==> src/rtl/sender_carrier_nco_if.sv <==
// Control and sample bus between the carrier NCO and its user (modulator side).
// Slave modport is the NCO; master modport drives frequency/phase/enable and receives samples.
interface sender_carrier_nco_if #(
    parameter int unsigned PHASE_W = 32
);
    logic [PHASE_W-1:0] freq_in;
    logic               freq_load;
    logic [PHASE_W-1:0] phase_off;
    logic               sync_clr;
    logic               ce;
    logic signed [15:0] cos_out;
    logic               cos_valid;

    modport master (
        output freq_in, freq_load, phase_off, sync_clr, ce,
        input  cos_out, cos_valid
    );

    modport slave (
        input  freq_in, freq_load, phase_off, sync_clr, ce,
        output cos_out, cos_valid
    );
endinterface

==> src/rtl/sender_carrier_nco.sv <==
// Carrier NCO: 32-bit phase accumulator, quarter-wave cosine ROM, 3-stage output pipeline.
// Produces the signed 16-bit cosine carrier for the sender modulator multiplier.
module sender_carrier_nco #(
    parameter int unsigned        PHASE_W  = 32,
    parameter logic [PHASE_W-1:0] FREQ_RST = '0
) (
    input  logic                 clk_30p72MHz,
    input  logic                 reset,
    sender_carrier_nco_if.slave  nco
);
    logic [PHASE_W-1:0] acc_q, acc_d;
    logic [PHASE_W-1:0] freq_q, freq_d;
    logic [PHASE_W-1:0] phase_p;
    logic [7:0]         addr_q, addr_d;
    logic               v1_q, v1_d, v2_q, v2_d, v3_q, v3_d;
    logic               neg_q, neg_d;
    logic [14:0]        mag_q, mag_d;
    logic signed [15:0] cos_q, cos_d;
    logic [6:0]         rom_idx;

    // First quadrant of round(32767*cos(2*pi*k/256)), k = 0..64.
    function automatic logic [14:0] cos_rom(input logic [6:0] k);
        case (k)
            7'd0:  cos_rom = 15'd32767; 7'd1:  cos_rom = 15'd32757; 7'd2:  cos_rom = 15'd32728; 7'd3:  cos_rom = 15'd32678;
            7'd4:  cos_rom = 15'd32609; 7'd5:  cos_rom = 15'd32521; 7'd6:  cos_rom = 15'd32412; 7'd7:  cos_rom = 15'd32285;
            7'd8:  cos_rom = 15'd32137; 7'd9:  cos_rom = 15'd31971; 7'd10: cos_rom = 15'd31785; 7'd11: cos_rom = 15'd31580;
            7'd12: cos_rom = 15'd31356; 7'd13: cos_rom = 15'd31113; 7'd14: cos_rom = 15'd30852; 7'd15: cos_rom = 15'd30571;
            7'd16: cos_rom = 15'd30273; 7'd17: cos_rom = 15'd29956; 7'd18: cos_rom = 15'd29621; 7'd19: cos_rom = 15'd29268;
            7'd20: cos_rom = 15'd28898; 7'd21: cos_rom = 15'd28510; 7'd22: cos_rom = 15'd28105; 7'd23: cos_rom = 15'd27683;
            7'd24: cos_rom = 15'd27245; 7'd25: cos_rom = 15'd26790; 7'd26: cos_rom = 15'd26319; 7'd27: cos_rom = 15'd25832;
            7'd28: cos_rom = 15'd25329; 7'd29: cos_rom = 15'd24811; 7'd30: cos_rom = 15'd24279; 7'd31: cos_rom = 15'd23731;
            7'd32: cos_rom = 15'd23170; 7'd33: cos_rom = 15'd22594; 7'd34: cos_rom = 15'd22005; 7'd35: cos_rom = 15'd21403;
            7'd36: cos_rom = 15'd20787; 7'd37: cos_rom = 15'd20159; 7'd38: cos_rom = 15'd19519; 7'd39: cos_rom = 15'd18868;
            7'd40: cos_rom = 15'd18204; 7'd41: cos_rom = 15'd17530; 7'd42: cos_rom = 15'd16846; 7'd43: cos_rom = 15'd16151;
            7'd44: cos_rom = 15'd15446; 7'd45: cos_rom = 15'd14732; 7'd46: cos_rom = 15'd14010; 7'd47: cos_rom = 15'd13279;
            7'd48: cos_rom = 15'd12539; 7'd49: cos_rom = 15'd11793; 7'd50: cos_rom = 15'd11039; 7'd51: cos_rom = 15'd10278;
            7'd52: cos_rom = 15'd9512;  7'd53: cos_rom = 15'd8739;  7'd54: cos_rom = 15'd7962;  7'd55: cos_rom = 15'd7179;
            7'd56: cos_rom = 15'd6393;  7'd57: cos_rom = 15'd5602;  7'd58: cos_rom = 15'd4808;  7'd59: cos_rom = 15'd4011;
            7'd60: cos_rom = 15'd3212;  7'd61: cos_rom = 15'd2410;  7'd62: cos_rom = 15'd1608;  7'd63: cos_rom = 15'd804;
            default: cos_rom = '0;
        endcase
    endfunction

    always_comb begin
        // Increment uses the frequency register as it stood before any same-edge load.
        freq_d  = nco.freq_load ? nco.freq_in : freq_q;
        phase_p = nco.sync_clr ? '0 : acc_q;
        acc_d   = acc_q;
        if (nco.ce) begin
            acc_d = phase_p + freq_q;
        end else if (nco.sync_clr) begin
            acc_d = '0;
        end

        addr_d  = 8'((phase_p + nco.phase_off) >> (PHASE_W - 8));
        v1_d    = nco.ce;

        // Quadrants 1 and 3 read the table mirrored; quadrants 1 and 2 are negated.
        rom_idx = addr_q[6] ? (7'd64 - {1'b0, addr_q[5:0]}) : {1'b0, addr_q[5:0]};
        mag_d   = cos_rom(rom_idx);
        neg_d   = addr_q[7] ^ addr_q[6];
        v2_d    = v1_q;

        cos_d   = cos_q;
        if (v2_q) begin
            cos_d = neg_q ? -signed'({1'b0, mag_q}) : signed'({1'b0, mag_q});
        end
        v3_d    = v2_q;
    end

    always_ff @(posedge clk_30p72MHz) begin
        if (reset) begin
            acc_q  <= '0;
            freq_q <= FREQ_RST;
            addr_q <= '0;
            v1_q   <= 1'b0;
            mag_q  <= '0;
            neg_q  <= 1'b0;
            v2_q   <= 1'b0;
            cos_q  <= '0;
            v3_q   <= 1'b0;
        end else begin
            acc_q  <= acc_d;
            freq_q <= freq_d;
            addr_q <= addr_d;
            v1_q   <= v1_d;
            mag_q  <= mag_d;
            neg_q  <= neg_d;
            v2_q   <= v2_d;
            cos_q  <= cos_d;
            v3_q   <= v3_d;
        end
    end

    assign nco.cos_out   = cos_q;
    assign nco.cos_valid = v3_q;
endmodule

==> src/flat_wrapper.sv <==
// flat-port wrapper written by rule: the top's interface ports become plain ports
module sender_carrier_nco_flat 
#(
    parameter int unsigned        PHASE_W  = 32,
    parameter logic [PHASE_W-1:0] FREQ_RST = '0
)
  (clk_30p72MHz, reset, nco_freq_in, nco_freq_load, nco_phase_off, nco_sync_clr, nco_ce, nco_cos_out, nco_cos_valid);
  sender_carrier_nco_if #(.PHASE_W(PHASE_W)) nco_i ();
  input  logic clk_30p72MHz;
  input  logic reset;
  input wire logic [$bits(nco_i.freq_in)-1:0] nco_freq_in;
  input wire logic [$bits(nco_i.freq_load)-1:0] nco_freq_load;
  input wire logic [$bits(nco_i.phase_off)-1:0] nco_phase_off;
  input wire logic [$bits(nco_i.sync_clr)-1:0] nco_sync_clr;
  input wire logic [$bits(nco_i.ce)-1:0] nco_ce;
  output wire logic [$bits(nco_i.cos_out)-1:0] nco_cos_out;
  output wire logic [$bits(nco_i.cos_valid)-1:0] nco_cos_valid;
  assign nco_i.freq_in = nco_freq_in;
  assign nco_i.freq_load = nco_freq_load;
  assign nco_i.phase_off = nco_phase_off;
  assign nco_i.sync_clr = nco_sync_clr;
  assign nco_i.ce = nco_ce;
  assign nco_cos_out = nco_i.cos_out;
  assign nco_cos_valid = nco_i.cos_valid;
  sender_carrier_nco #(.PHASE_W(PHASE_W), .FREQ_RST(FREQ_RST)) u_core (.clk_30p72MHz(clk_30p72MHz), .reset(reset), .nco(nco_i));
endmodule
==> config.mk <==
export PLATFORM = sky130hd
export DESIGN_NAME = sender_carrier_nco_flat
export DESIGN_NICKNAME = d
export VERILOG_FILES = /design/src/rtl/sender_carrier_nco_if.sv /design/src/rtl/sender_carrier_nco.sv /design/src/flat_wrapper.sv
export SDC_FILE = /design/constraint.sdc
export NUM_CORES = 1
export LEC_CHECK = 0
export CAP_MARGIN = 0
export CORE_ASPECT_RATIO = 2
export CORE_UTILIZATION = 40
export DETAILED_ROUTE_END_ITERATION = 6
export PLACE_DENSITY_LB_ADDON = 0.3
export SLEW_MARGIN = 10
export SYNTH_ARGS = -nofsm -noshare
export SYNTH_HDL_FRONTEND = slang
export SYNTH_SLANG_ARGS = --single-unit
==> constraint.sdc <==
create_clock -name clk_30p72MHz -period 5.7 [get_ports clk_30p72MHz]
set_input_delay 1.14 -clock clk_30p72MHz [delete_from_list [all_inputs] [get_ports clk_30p72MHz]]
set_output_delay 1.14 -clock clk_30p72MHz [all_outputs]
set_load 0.02 [all_outputs]
==> flow_metrics.py <==
metrics = {
    "critical_path": {
        "arrival_ns": 4.15,
        "start_kind": "input pin",
        "cp-end-kind": "register",
        "r2r_setup_slack_ns": 2.34,
        "cp_max_fo": 90,
        "crit_type": "in -> reg",
        "worstPathRequired_ns": 5.99,
    },
    "routing": {
        "drt-wirelength-per-cell_um": 18.6,
        "wl_met2_um": 16300,
        "vias": 9976,
        "drtIter0Drc": 680,
        "routed_wl_um": 30700,
        "routed.top_layer": "met4",
        "drc_errors": 0,
        "drt-vias-per-instance": 6.05,
        "dr.pass1.iters": 5,
        "antenna_left": 0,
        "met3_length_um": 1360,
        "met1Wirelength_um": 11100,
    },
    "clock_tree": {
        "clock_sinks": 107,
        "cts.repair.resized": 0,
        "clk_latency_ns": 0.39,
        "cts.hold.buffers_added": 0,
        "post_cts_buffers": 0,
        "cts_inserted_buffers": 9,
        "cts_tree": "built",
        "htree_num_levels": 3,
        "clk_pin_slew_ns": 0.09,
        "clockBufferDepth": 2,
        "root_buffer": "clkbuf_16",
    },
    "layout": {
        "num_antenna_cells": 0,
        "final_cell_mix": "nor2_1 (184), nand2_1 (149), dfxtp_1 (107), a21oi_1 (87), o21ai_0 (84)",
        "mostFrequentLayoutCell": "nor2_1",
        "nNetsFinal": 1458,
        "drive_gt1_share_pct": 4.55,
        "area_growth_pct": 11.8,
    },
    "grt": {
        "grt_use_total_pct": 24.8,
        "grt_pass1_vias": 9468,
        "grt_pass1_wl_um": 48900,
        "overflow": 0,
        "antenna_found_initial": 0,
        "grt_max_degree": 91,
    },
    "logic_synthesis": {
        "async_flop_share_pct": 0,
        "ys_ff_latch": 107,
        "synth_top_cell_area_share_pct": 22.0,
        "syn_inst": 1368,
        "synth_area_per_cell_um2": 7.12,
        "yosys_warnings": 0,
        "yosysSeqAreaShare_pct": 22.0,
        "synth_enable_flop_cells": 0,
        "synth_ff_type": "dfxtp_1",
        "netlist_area_mm2": 0.00975,
        "ys_top_cells_by_area": "dfxtp_1 (22%), nor2_1 (7.1%), nand2_1 (5.7%)",
        "synth_nets": 1468,
        "synth_cell_type_count": 79,
        "yosys.area.top_type": "dfxtp_1",
    },
    "placed_design": {
        "routabilityCongestion": 0.952,
        "portBuffers": 85,
        "hpwlAfterDp_um": 22300,
    },
    "timing": {
        "hold_ws_ns": 0.453,
        "period_minus_slack_ns": 3.86,
        "fmax_mhz": 259,
        "drv_slew": 0,
        "period_share_pct": 67.8,
        "maxSlewHeadroom_pct": 25.2,
        "hold_viol": 0,
        "finClkSkew_ns": 0.0175,
        "final-setup-viol-count": 0,
        "rsz0062_at_grt": "false",
        "worstMarginPinSlew_ns": 1.12,
        "final.setup.tns_ns": 0,
    },
    "pwr": {
        "leakage_nw": 4.04,
        "p_per_area_mw_per_mm2": 210,
        "vdd_ir_drop_max_uv": 195,
    },
    "floorplanning": {
        "rows": 80,
        "initial_core_util_pct": 40.7,
        "fp.coreArea_mm2": 0.0239,
        "ioPinCount": 86,
        "die_w_um": 112,
        "dieArea_mm2": 0.0250,
        "die_h_um": 223,
    },
    "run_status": {
        "outcome": "complete, no violations",
    },
    "job": {
        "drv_cap": 0,
    },
    "hold_path": {
        "hp-class": "reg -> reg",
    },
}
metal layers:
layer  track usage (%)  up-vias
li1                  -     4856
met5                 0        -
met1              24.7     4701
met3              3.41       93
met4              16.5        0
met2              46.9      326
through the flow:
step	util (%)	setup WS (ns)	area (µm²)	power (W)	std cells
2_1_floorplan	-	0.904	9750	0.00140	1368
3_3_place_gp	44.3	1.50	10600	0.00162	1634
3_5_place_dp	44.3	1.45	10600	0.00163	1634
4_1_cts	45.6	1.87	10900	0.00230	1650
5_1_grt	45.6	1.58	10900	0.00241	1650
6_report	45.6	1.84	10900	0.00229	1650
registers in the layout (all words and copies together) (netlist names):
name,cells
u_core.nco.cos_out,16
u_core.v1_q,1
u_core.acc_q,32
u_core.mag_q,15
u_core.freq_q,32
u_core.neg_q,1
u_core.nco.cos_valid,1
u_core.addr_q,8
u_core.v2_q,1
cell families (layout without fill, tap and decap cells):
logic type	count (synthesis)	after routing	share of synthesized area (%)
adders and majority gates	46	46	5.52
DFF	107	107	22.0
xor gates and xnor gates	112	112	10.1
muxes	47	47	5.34
buffers and inverters	172	167	7.09
AOI/OAI and AO/OA	397	397	26.7
and+or+nand+nor	487	487	23.3
path summary, 6_finish.rpt:
path	startpoint	endpoint	depth (start not counted)
setup / recovery	nco_sync_clr	u_core.acc_q[29]	14
hold / removal	u_core.v1_q	u_core.v2_q	1
setup reg to reg	u_core.addr_q[0]	u_core.mag_q[11]	14
hold reg to reg	u_core.v1_q	u_core.v2_q	1
power by group:
group          internal [W]  switching (W)  total, W
Sequential         0.000803      0.0000945  0.000898
Combinational      0.000299       0.000431  0.000730
Clock              0.000310       0.000353  0.000663
Yosys cell counts, types with 4 or more instances:
| cell | instances |
|---|---|
| nor2_1 | 184 |
| nand2_1 | 149 |
| dfxtp_1 | 107 |
| a21oi_1 | 87 |
| o21ai_0 | 84 |
| clkbuf_1 | 78 |
| xor2_1 | 57 |
| xnor2_1 | 55 |
| a31oi_1 | 50 |
| inv_1 | 48 |
| mux2i_1 | 43 |
| ha_1 | 31 |
| a211oi_1 | 26 |
| nand3_1 | 26 |
| o211ai_1 | 25 |
| nor3_1 | 22 |
| buf_2 | 21 |
| nor2b_1 | 19 |
| buf_1 | 18 |
| nor4bb_1 | 16 |
| maj3_1 | 15 |
| o22ai_1 | 14 |
| o32ai_1 | 12 |
| a21o_1 | 11 |
| nand2b_1 | 11 |
| nand4_1 | 11 |
| nor4b_1 | 11 |
| and2_1 | 10 |
| o31ai_1 | 10 |
| a221oi_1 | 8 |
| and3_1 | 7 |
| o21a_1 | 7 |
| a311oi_1 | 5 |
| buf_4 | 5 |
| o221ai_1 | 5 |
| mux4_2 | 4 |
| nor4_1 | 4 |
| o21ai_1 | 4 |
| o21bai_1 | 4 |
final cells by class:
class | instances | area [µm²]
repair buffers | 101 | 971
multi-input cells | 1089 | 6940
inverters | 50 | 188
flip-flops and latches | 107 | 2140
well taps | 287 | 359
clock buffers | 9 | 225
clock inverters | 7 | 68.8
fillers | 2425 | 13000
worst max-delay path, cell delays in order:
cell and delay (ns):
buf_2 0.12, buf_12 0.30, nor2b_4 0.09, o221ai_2 0.25, o2111ai_1 0.25, a21oi_4 0.28
o32ai_2 0.14, a31oi_2 0.36, o21ai_2 0.14, a21o_1 0.23, a311o_1 0.31, a31oi_1 0.22
xnor2_1 0.09, a22o_1 0.20
(Power assumes the default switching activity.)
